File: config.mk
export PLATFORM = sky130hd
export DESIGN_NAME = packet_tx_arbiter_flat
export DESIGN_NICKNAME = d
export VERILOG_FILES = /design/src/rtl/packet_tx_arbiter_if.sv /design/src/rtl/packet_tx_arbiter.sv /design/src/flat_wrapper.sv
export SDC_FILE = /design/constraint.sdc
export NUM_CORES = 1
export LEC_CHECK = 0
export ABC_AREA = 0
export ABC_CLOCK_PERIOD_IN_PS = 1600
export BUFFER_PORTS_ARGS = -buffer_cell sky130_fd_sc_hd__buf_2
export CAP_MARGIN = 30
export CORE_ASPECT_RATIO = 0.8
export CORE_UTILIZATION = 40
export CTS_BUF_LIST = sky130_fd_sc_hd__clkbuf_16
export DETAILED_ROUTE_END_ITERATION = 10
export GPL_ROUTABILITY_DRIVEN = 0
export PLACE_DENSITY = 0.73
export SETUP_SLACK_MARGIN = 0.2
export SYNTH_ARGS = -nofsm -noshare
export SYNTH_HDL_FRONTEND = slang
export SYNTH_SLANG_ARGS = --single-unit
File: constraint.sdc
create_clock -name clk_i -period 1.6 [get_ports clk_i]
set_input_delay 0.24 -clock clk_i [delete_from_list [all_inputs] [get_ports clk_i]]
set_output_delay 0.24 -clock clk_i [all_outputs]
set_load 0.05 [all_outputs]
File: src/rtl/packet_tx_arbiter_if.sv
// -----------------------------------------------------------------------------
// packet_tx_arbiter_if
// Bundles the request-side AXI-Stream sources, the single transmit-side
// AXI-Stream master and the arbiter status lines into one interface.
//
// Parameters : NUM_REQ    - number of packet sources
//              DATA_WIDTH - AXIS data width on every port
// Signals    : req_en_i            per-source enable mask
//              s_tdata_i/s_tvalid_i/s_tlast_i/s_tready_o   source streams
//              m_tdata_o/m_tvalid_o/m_tlast_o/m_tready_i   transmitter stream
//              grant_o, busy_o, trunc_o                     status
// Modports   : master - the arbiter itself (drives m_*, s_tready_o, status)
//              slave  - the environment (sources, transmitter, control)
// -----------------------------------------------------------------------------
interface packet_tx_arbiter_if #(
  parameter int NUM_REQ    = 4,
  parameter int DATA_WIDTH = 8
);
  logic [NUM_REQ-1:0]            req_en_i;
  logic [NUM_REQ*DATA_WIDTH-1:0] s_tdata_i;
  logic [NUM_REQ-1:0]            s_tvalid_i;
  logic [NUM_REQ-1:0]            s_tlast_i;
  logic [NUM_REQ-1:0]            s_tready_o;
  logic [DATA_WIDTH-1:0]         m_tdata_o;
  logic                          m_tvalid_o;
  logic                          m_tlast_o;
  logic                          m_tready_i;
  logic [NUM_REQ-1:0]            grant_o;
  logic                          busy_o;
  logic                          trunc_o;

  modport master (
    input  req_en_i, s_tdata_i, s_tvalid_i, s_tlast_i, m_tready_i,
    output s_tready_o, m_tdata_o, m_tvalid_o, m_tlast_o, grant_o, busy_o, trunc_o
  );

  modport slave (
    output req_en_i, s_tdata_i, s_tvalid_i, s_tlast_i, m_tready_i,
    input  s_tready_o, m_tdata_o, m_tvalid_o, m_tlast_o, grant_o, busy_o, trunc_o
  );
endinterface

File: src/rtl/packet_tx_arbiter.sv
// -----------------------------------------------------------------------------
// packet_tx_arbiter
// Frame-atomic round-robin arbiter sharing one AXI-Stream transmit path among
// NUM_REQ packet sources. Whole frames are granted, an inter-frame gap of
// IFG_CYCLES idle cycles follows every frame, and (optionally) runaway frames
// longer than MAX_FRAME_BEATS are cut and the remainder drained.
//
// Ports : clk_i  - clock
//         rstn_i - asynchronous active-low reset
//         bus    - packet_tx_arbiter_if.master (sources, transmitter, status)
//
// Build option: define PKT_TX_ARB_TRUNC_EN to implement the beat counter,
// the DRAIN state and trunc_o. Without it, PASS ends only on source tlast
// and trunc_o is tied low.
//
// state | meaning
// ------+-------------------------------------------------------------------
// IDLE  | no owner; pick next requester round-robin after the last winner
// PASS  | owner's stream forwarded combinationally to the transmitter
// DRAIN | frame was cut at the beat limit; swallow owner beats up to tlast
// GAP   | inter-frame gap, IFG_CYCLES cycles with everything held off
// -----------------------------------------------------------------------------
module packet_tx_arbiter #(
  parameter int NUM_REQ         = 4,
  parameter int DATA_WIDTH      = 8,
  parameter int IFG_CYCLES      = 12,
  parameter int MAX_FRAME_BEATS = 1518
) (
  input  logic               clk_i,
  input  logic               rstn_i,
  packet_tx_arbiter_if.master bus
);

  localparam int         IDXW     = (NUM_REQ > 1) ? $clog2(NUM_REQ) : 1;
  localparam logic [7:0] GAP_LOAD = (IFG_CYCLES > 0) ? 8'(IFG_CYCLES - 1) : 8'd0;

  typedef enum logic [1:0] {
    ST_IDLE  = 2'd0,
    ST_PASS  = 2'd1,
    ST_DRAIN = 2'd2,
    ST_GAP   = 2'd3
  } state_t;

  state_t                r_state, w_state_nxt;
  logic [IDXW-1:0]       r_gnt, w_gnt_nxt;
  logic [IDXW-1:0]       r_ptr, w_ptr_nxt;
  logic [IDXW-1:0]       w_win_idx;
  logic [7:0]            r_gap_cnt, w_gap_nxt;
  logic [NUM_REQ-1:0]    w_req;
  int                    w_cand;
  logic [DATA_WIDTH-1:0] w_src_data;
  logic                  w_src_valid;
  logic                  w_src_last;
  logic                  w_frame_end;
  logic [DATA_WIDTH-1:0] w_m_tdata;
  logic                  w_m_tvalid;
  logic                  w_m_tlast;
  logic [NUM_REQ-1:0]    w_s_tready;
  logic [NUM_REQ-1:0]    w_grant;

`ifdef PKT_TX_ARB_TRUNC_EN
  localparam int              BEATW      = $clog2(MAX_FRAME_BEATS);
  localparam logic [BEATW-1:0] BEAT_LIMIT = BEATW'(MAX_FRAME_BEATS - 1);

  logic [BEATW-1:0] r_beat_cnt, w_beat_nxt;
  logic             r_trunc, w_trunc_nxt;
  logic             w_at_limit;
`endif

  assign w_req = bus.s_tvalid_i & bus.req_en_i;

  // Round-robin pick: scan from the farthest candidate back to ptr+1 so the
  // nearest requester after the last winner is the one left standing.
  always_comb begin
    w_win_idx = r_ptr;
    w_cand    = 0;
    for (int i = NUM_REQ; i >= 1; i--) begin
      w_cand = (int'(r_ptr) + i) % NUM_REQ;
      if (w_req[w_cand[IDXW-1:0]]) w_win_idx = w_cand[IDXW-1:0];
    end
  end

  assign w_src_data  = bus.s_tdata_i[r_gnt*DATA_WIDTH +: DATA_WIDTH];
  assign w_src_valid = bus.s_tvalid_i[r_gnt];
  assign w_src_last  = bus.s_tlast_i[r_gnt];

  always_comb begin
    w_state_nxt = r_state;
    w_gnt_nxt   = r_gnt;
    w_ptr_nxt   = r_ptr;
    w_gap_nxt   = r_gap_cnt;
    w_m_tdata   = '0;
    w_m_tvalid  = 1'b0;
    w_m_tlast   = 1'b0;
    w_s_tready  = '0;
    w_grant     = '0;
    w_frame_end = 1'b0;
`ifdef PKT_TX_ARB_TRUNC_EN
    w_beat_nxt  = r_beat_cnt;
    w_trunc_nxt = 1'b0;
    w_at_limit  = (r_beat_cnt == BEAT_LIMIT);
`endif

    case (r_state)
      ST_IDLE: begin
        if (|w_req) begin
          w_gnt_nxt   = w_win_idx;
          w_state_nxt = ST_PASS;
        end
      end

      ST_PASS: begin
        w_grant[r_gnt]    = 1'b1;
        w_m_tdata         = w_src_data;
        w_m_tvalid        = w_src_valid;
        w_m_tlast         = w_src_last;
        w_s_tready[r_gnt] = bus.m_tready_i;
`ifdef PKT_TX_ARB_TRUNC_EN
        // The limit beat always carries tlast so the transmitter sees a
        // properly closed frame even when the source keeps going.
        if (w_at_limit) w_m_tlast = 1'b1;
        if (w_src_valid && bus.m_tready_i) begin
          if (w_src_last) begin
            w_frame_end = 1'b1;
          end else if (w_at_limit) begin
            w_state_nxt = ST_DRAIN;
            w_trunc_nxt = 1'b1;
            w_beat_nxt  = '0;
          end else begin
            w_beat_nxt = r_beat_cnt + 1'b1;
          end
        end
`else
        if (w_src_valid && bus.m_tready_i && w_src_last) w_frame_end = 1'b1;
`endif
      end

`ifdef PKT_TX_ARB_TRUNC_EN
      ST_DRAIN: begin
        w_grant[r_gnt]    = 1'b1;
        w_s_tready[r_gnt] = 1'b1;
        if (w_src_valid && w_src_last) w_frame_end = 1'b1;
      end
`endif

      ST_GAP: begin
        if (r_gap_cnt == 8'd0) w_state_nxt = ST_IDLE;
        else                   w_gap_nxt   = r_gap_cnt - 1'b1;
      end

      default: w_state_nxt = ST_IDLE;
    endcase

    // Common frame-close path for normal tlast and end-of-drain.
    if (w_frame_end) begin
      w_ptr_nxt = r_gnt;
`ifdef PKT_TX_ARB_TRUNC_EN
      w_beat_nxt = '0;
`endif
      if (IFG_CYCLES == 0) begin
        w_state_nxt = ST_IDLE;
      end else begin
        w_state_nxt = ST_GAP;
        w_gap_nxt   = GAP_LOAD;
      end
    end
  end

  always_ff @(posedge clk_i or negedge rstn_i) begin
    if (!rstn_i) begin
      r_state   <= ST_IDLE;
      r_gnt     <= '0;
      r_ptr     <= IDXW'(NUM_REQ - 1);
      r_gap_cnt <= 8'd0;
    end else begin
      r_state   <= w_state_nxt;
      r_gnt     <= w_gnt_nxt;
      r_ptr     <= w_ptr_nxt;
      r_gap_cnt <= w_gap_nxt;
    end
  end

`ifdef PKT_TX_ARB_TRUNC_EN
  always_ff @(posedge clk_i or negedge rstn_i) begin
    if (!rstn_i) begin
      r_beat_cnt <= '0;
      r_trunc    <= 1'b0;
    end else begin
      r_beat_cnt <= w_beat_nxt;
      r_trunc    <= w_trunc_nxt;
    end
  end

  assign bus.trunc_o = r_trunc;
`else
  assign bus.trunc_o = 1'b0;
`endif

  assign bus.m_tdata_o  = w_m_tdata;
  assign bus.m_tvalid_o = w_m_tvalid;
  assign bus.m_tlast_o  = w_m_tlast;
  assign bus.s_tready_o = w_s_tready;
  assign bus.grant_o    = w_grant;
  assign bus.busy_o     = (r_state != ST_IDLE);

endmodule
File: src/flat_wrapper.sv
// flat-port wrapper written by rule: the top's interface ports become plain ports
module packet_tx_arbiter_flat 
#(
  parameter int NUM_REQ         = 4,
  parameter int DATA_WIDTH      = 8,
  parameter int IFG_CYCLES      = 12,
  parameter int MAX_FRAME_BEATS = 1518
)
  (clk_i, rstn_i, bus_req_en_i, bus_s_tdata_i, bus_s_tvalid_i, bus_s_tlast_i, bus_m_tready_i, bus_s_tready_o, bus_m_tdata_o, bus_m_tvalid_o, bus_m_tlast_o, bus_grant_o, bus_busy_o, bus_trunc_o);
  packet_tx_arbiter_if #(.NUM_REQ(NUM_REQ), .DATA_WIDTH(DATA_WIDTH)) bus_i ();
  input  logic clk_i;
  input  logic rstn_i;
  input wire logic [$bits(bus_i.req_en_i)-1:0] bus_req_en_i;
  input wire logic [$bits(bus_i.s_tdata_i)-1:0] bus_s_tdata_i;
  input wire logic [$bits(bus_i.s_tvalid_i)-1:0] bus_s_tvalid_i;
  input wire logic [$bits(bus_i.s_tlast_i)-1:0] bus_s_tlast_i;
  input wire logic [$bits(bus_i.m_tready_i)-1:0] bus_m_tready_i;
  output wire logic [$bits(bus_i.s_tready_o)-1:0] bus_s_tready_o;
  output wire logic [$bits(bus_i.m_tdata_o)-1:0] bus_m_tdata_o;
  output wire logic [$bits(bus_i.m_tvalid_o)-1:0] bus_m_tvalid_o;
  output wire logic [$bits(bus_i.m_tlast_o)-1:0] bus_m_tlast_o;
  output wire logic [$bits(bus_i.grant_o)-1:0] bus_grant_o;
  output wire logic [$bits(bus_i.busy_o)-1:0] bus_busy_o;
  output wire logic [$bits(bus_i.trunc_o)-1:0] bus_trunc_o;
  assign bus_i.req_en_i = bus_req_en_i;
  assign bus_i.s_tdata_i = bus_s_tdata_i;
  assign bus_i.s_tvalid_i = bus_s_tvalid_i;
  assign bus_i.s_tlast_i = bus_s_tlast_i;
  assign bus_i.m_tready_i = bus_m_tready_i;
  assign bus_s_tready_o = bus_i.s_tready_o;
  assign bus_m_tdata_o = bus_i.m_tdata_o;
  assign bus_m_tvalid_o = bus_i.m_tvalid_o;
  assign bus_m_tlast_o = bus_i.m_tlast_o;
  assign bus_grant_o = bus_i.grant_o;
  assign bus_busy_o = bus_i.busy_o;
  assign bus_trunc_o = bus_i.trunc_o;
  packet_tx_arbiter #(.NUM_REQ(NUM_REQ), .DATA_WIDTH(DATA_WIDTH), .IFG_CYCLES(IFG_CYCLES), .MAX_FRAME_BEATS(MAX_FRAME_BEATS)) u_core (.clk_i(clk_i), .rstn_i(rstn_i), .bus(bus_i));
endmodule
* Word level (Yosys, flattened, before mapping) *
Index checks and enable logic that the tools add are counted.

word-level totals
  output and inout port bits = 20
  bits in latches = 0
  word-level logic and storage cells = 67
  memories kept = 0
  ROM bits = 0
  memory bits (writable) = 0
  register bits after elaboration = 14
  input port bits = 47

operators by class
  divide/modulo/power cells = 0
  bitwise gates (word level) = 2
  shifts and indexed selects = 1
  order comparisons = 6
  muxes and demuxes = 32
  add/sub/neg operators = 5
  multipliers = 0
  equal/unequal tests = 6
  reductions and logical operators = 11

operators by type and width
  operator                                             count
  2-to-1 mux 8 bit                                     4
  indexed part select 32 x 6 -> 8 bit                  1
  < comparator 2 x 3 -> 1 bit, second input constant   5
  2-to-1 mux 2 bit                                     7
  binary-select mux 1 bit (select 2 bit)               6
  2-to-1 mux 1 bit                                     11
  AND 4 bit                                            2
  logical NOT 8 bit                                    1
  2-to-1 mux 4 bit                                     2
  subtractor 8 x 1 -> 8 bit, second input constant     1
  != test 3 x 1 -> 1 bit, second input constant        2
  case mux 2 bit (3 select lines)                      1
  adder 2 x 1 -> 2 bit, second input constant          2
  adder 2 bit, second input constant                   2
  != test 2 x 1 -> 1 bit, second input constant        2
  AND reduction 2 bit                                  2
  nonzero test 2 bit                                   2
  OR reduction 4 bit                                   1
  logical AND 1 bit                                    3
  AND reduction 3 bit                                  1
  demux 1 bit (select 2 bit)                           1
  equality test 2 x 1 -> 1 bit, second input constant  1
  equality test 2 bit, second input constant           1
  >= comparator 2 x 1 -> 1 bit, second input constant  1
  logical NOT 2 bit                                    1

* Depth between registers and ports, before layout *
  word-level depth = 8
  gate-level depth with buffers = 6
  gate-level depth less buffers = 6

* Worst setup path before layout *
Ideal clock, no wire load.

  path kind = reg-to-output
  start point = register u_core.r_gnt[1]
  end point = output port bus_grant_o[0]
  cell stages (with the launch flop) = 4
  arrival = 1.795 ns
  path slack = -0.435 ns
  cell sequence = dfrtp_1 -> buf_2 -> buf_1 -> nor3_1

on the way
  longest elaborated chain between the ends = 5
  elaborated cells between the ends (all ways) = 6
  classes of those cells = order compare: 2; mux: 3; reduce/logical: 1

ends and longest elaborated chain
  what                                                                                               RTL line                  text
  from (decl)                                                                                        packet_tx_arbiter.sv:45   logic [IDXW-1:0] r_gnt, w_gnt_nxt;
  from (signal assigned)                                                                             packet_tx_arbiter.sv:177  r_gnt <= w_gnt_nxt;
  < comparator 2 x 3 -> 1 bit (not written as such) or >= comparator 2 x 1 -> 1 bit (tied branches)  packet_tx_arbiter.sv:113  w_grant[r_gnt] = 1'b1;
  logical AND 1 bit (not written as such)                                                            packet_tx_arbiter.sv:113
  2-to-1 mux 1 bit (not written as such)                                                             packet_tx_arbiter.sv:113
  demux 1 bit (select 2 bit) (*)                                                                     -
  2-to-1 mux 4 bit (*)                                                                               packet_tx_arbiter.sv:104  case (r_state)
  to (decl)                                                                                          flat_wrapper.sv:22        output wire logic [$bits(bus_i.grant_o)-1:0] bus_grant_o;

Mark *: on every way between the ends. The rest lies on a longest branch, timed or not.

* Final worst setup path *
  start point = register u_core.r_gnt[0]
  end point = output port bus_m_tvalid_o

on the way
  longest elaborated chain between the ends = 3

ends and longest elaborated chain
  what                                    RTL line                  text
  binary-select mux 1 bit (select 2 bit)  packet_tx_arbiter.sv:84   assign w_src_valid = bus.s_tvalid_i[r_gnt];
  2-to-1 mux 1 bit (not written as such)  packet_tx_arbiter.sv:84
  2-to-1 mux 1 bit                        packet_tx_arbiter.sv:104
  to (decl)                               flat_wrapper.sv:20        output wire logic [$bits(bus_i.m_tvalid_o)-1:0] bus_m_tvalid_o;

Every way passes these cells. The select of a mux whose other input is x is not followed.

==> results.toml <==
[cts]
cts-htree-levels = 1
clock_latency_ns = 0.24
root_buffer = "clkbuf_16"
tritoncts = "done"
clk_path_buf_depth = 2
clk_pin_slew_ns = 0.04
cts_sinks = 14
cts_buffers = 3

[grt]
first_global_vias = 1363
gr-usage-all-layers_pct = 26.9
grt_overflow = 0
grt_max_degree = 15
antenna_found_initial = 0
grt_pass1_wl_mm = 6.52

[cells_and_area]
multi_input_area_um2 = 1010
final_util_pct = 79.9
final_layout_size_suffix_gt1_share_pct = 71.8
area_growth_pct = 86.9
ff_latch_area_um2 = 357
finalNetCount = 264
stdcell_count = 251
fillCellCount = 160
antenna-diode-count = 0

[setup_path]
endpoint_kind = "primary output"
critPathKind = "flip-flop to primary output"
cp.required_ns = 1.36
path_max_fanout = 6
worst_setup_path_start_kind = "flip-flop"
crit_arrival_ns = 1.62

[synthesis]
synth_most_common_cell = "nand2_1"
synthSimpleGateAreaFrac_pct = 27.7
ys_seq_area_share_pct = 29.4
synth_area_leaders = "dfrtp_1 25%, mux4_2 11%, mux4_1 8.8%"
synth_compound_area_share_pct = 10.7
yosys.area.top_type = "dfrtp_1"
syn_nets = 175
synth_xor_xnor_area_share_pct = 0.729
synth_mux_area_share_pct = 23.5
async_flop_share_pct = 100
synth_seq_cells = 14
ys.flop_type = "dfrtp_1"
synth_cell_types = 39
synth-adder-area-share_pct = 2.08
synth_top_cells_by_count = "14 x nand2_1, 13 x nor2_1, 12 x dfrtp_1"
yosys.area.top_type_share_pct = 25.0
synthCells = 126
ys.warnings.count = 0
syn_avg_cell_area_um2 = 9.53
syn-cell-area_um2 = 1200
synth_edf_count = 0
synth_top_family_by_area = "simple AND/OR/NAND/NOR gates"

[detailed_routing]
drt_iter0_markers = 72
avgViaCountPerCell = 5.36
wl_met3_um = 147
wl_per_cell_um = 17.1
wl_met2_mm = 2.46
drt_wl_total_mm = 4.30
drcViolationCount = 0
wirelength_met1_mm = 1.63
vias = 1346
dr.pass1.iters = 4
top_layer = "met4"
final_antenna_net_count = 0

[power]
p_total_uw = 5380
peakVddDrop_mv = 1.07
p_per_area_nw_per_um2 = 2400
leakagePower_uw = 0.00104

[sta]
fmax_ghz = 0.539
rsz0062_at_grt = "true"
drv_slew = 0
setup_viol = 28
fin_crit_sh_pct = 116
period_minus_slack_ns = 1.86
fin_ws_ns = -0.257
finalClockSkew_ns = 0.000616
finalHoldViolCount = 0

[floorplan]
die-width_um = 63.3
start_util_pct = 42.8
die_y_um = 51.0
num_io_pins = 67
die-area_um2 = 3230
coreArea_um2 = 2810
rows = 17

[run]
maxCapViolCount = 0

[status]
status = "finished with violations"
violations = "setup timing"

[placed_design]
dp_hpwl_mm = 2.83
dp.cells = 234
place_ws_ns = -0.0808
io_buffers = 65

[worst_hold_path]
min_path_type = "input port to asynchronous set/reset pin"
==> through the flow <==
step	area (µm²)	hold WS, ns	setup TNS [ns]
floorplan	1330	-0.0556	0
global placement	1740	0.142	-0.305
detailed placement	1740	0.157	-0.497
CTS	2160	0.433	-3.41
global route	2240	0.468	-4.92
finish	2240	0.427	-3.77
==> metal layers <==
layer	track usage, %	vias up
li1	-	632
met4	6.06	0
met1	33.0	654
met3	4.02	6
met2	50.0	54
met5	0	-
==> area by class of cell <==
| class | instances | share of cell area (%) |
|---|---|---|
| tap | 38 | 2.12 |
| clock buffer | 3 | 3.34 |
| multi-input combinational | 100 | 45.2 |
| timing repair buffer | 91 | 32.4 |
| inverter | 5 | 1.06 |
| sequential | 14 | 15.9 |
==> final timing paths <==
| path | startpoint | end | slack, ns | depth (start not counted) |
|---|---|---|---|---|
| min reg2reg | u_core.r_gap_cnt[0] | u_core.r_gap_cnt[0] | 0.54 | 1 |
| max in group asynchronous | rstn_i | u_core.r_ptr[1] | 0.89 | 2 |
| max reg2reg | u_core.r_gnt[0] | u_core.r_state[1] | -0.17 | 5 |
| max | u_core.r_gnt[0] | bus_m_tvalid_o | -0.26 | 4 |
| min | rstn_i | u_core.r_gap_cnt[4] | 0.43 | 2 |
| min in group clk_i | bus_req_en_i[2] | u_core.r_gnt[0] | 0.47 | 4 |
==> cells by family (layout without fill, tap and decap cells) <==
kind of cell	Yosys count	after routing
mux	14	14
flops	14	14
other cells	1	1
fa+ha+maj	2	2
xor+xnor	1	1
buf+inv	12	99
compound gates	20	20
simple gates	62	62
==> registers in the layout, summed over array words and instances (netlist names) <==
register,cells
u_core.r_gap_cnt,8
u_core.r_gnt,2
u_core.r_ptr,2
u_core.r_state,2
==> power by group <==
part | switching, µW | internal [µW] | total (µW)
registers | 236 | 537 | 773
clock network | 131 | 326 | 457
logic | 2140 | 2010 | 4150
==> cell usage in the layout, fill, tap and decap left out, drive strengths merged, types with 3 or more instances in the layout <==
cell    instances
a21oi           6
nor2           13
dfrtp          12
o21ai           3
nand2b          3
mux4           10
and2           10
nand3           5
buf            90
clkbuf          3
nand2          14
nor3            4
inv             4
==> timing repair <==
action	in CTS	in global routing
setup endpoints to repair	32	32
gates cloned	0	0
hold buffers	1	0
setup buffers	10	3
pin swaps	13	10
endpoints found under the hold margin	12	0
resized for setup	84	17
==> critical path, cell delays in order, from the launching register on <==
cell and delay [ns]:
dfrtp_1 0.38, buf_6 0.16, mux4_2 0.53, and2_4 0.16, buf_8 0.14
Power figures use the tool's default switching activity.
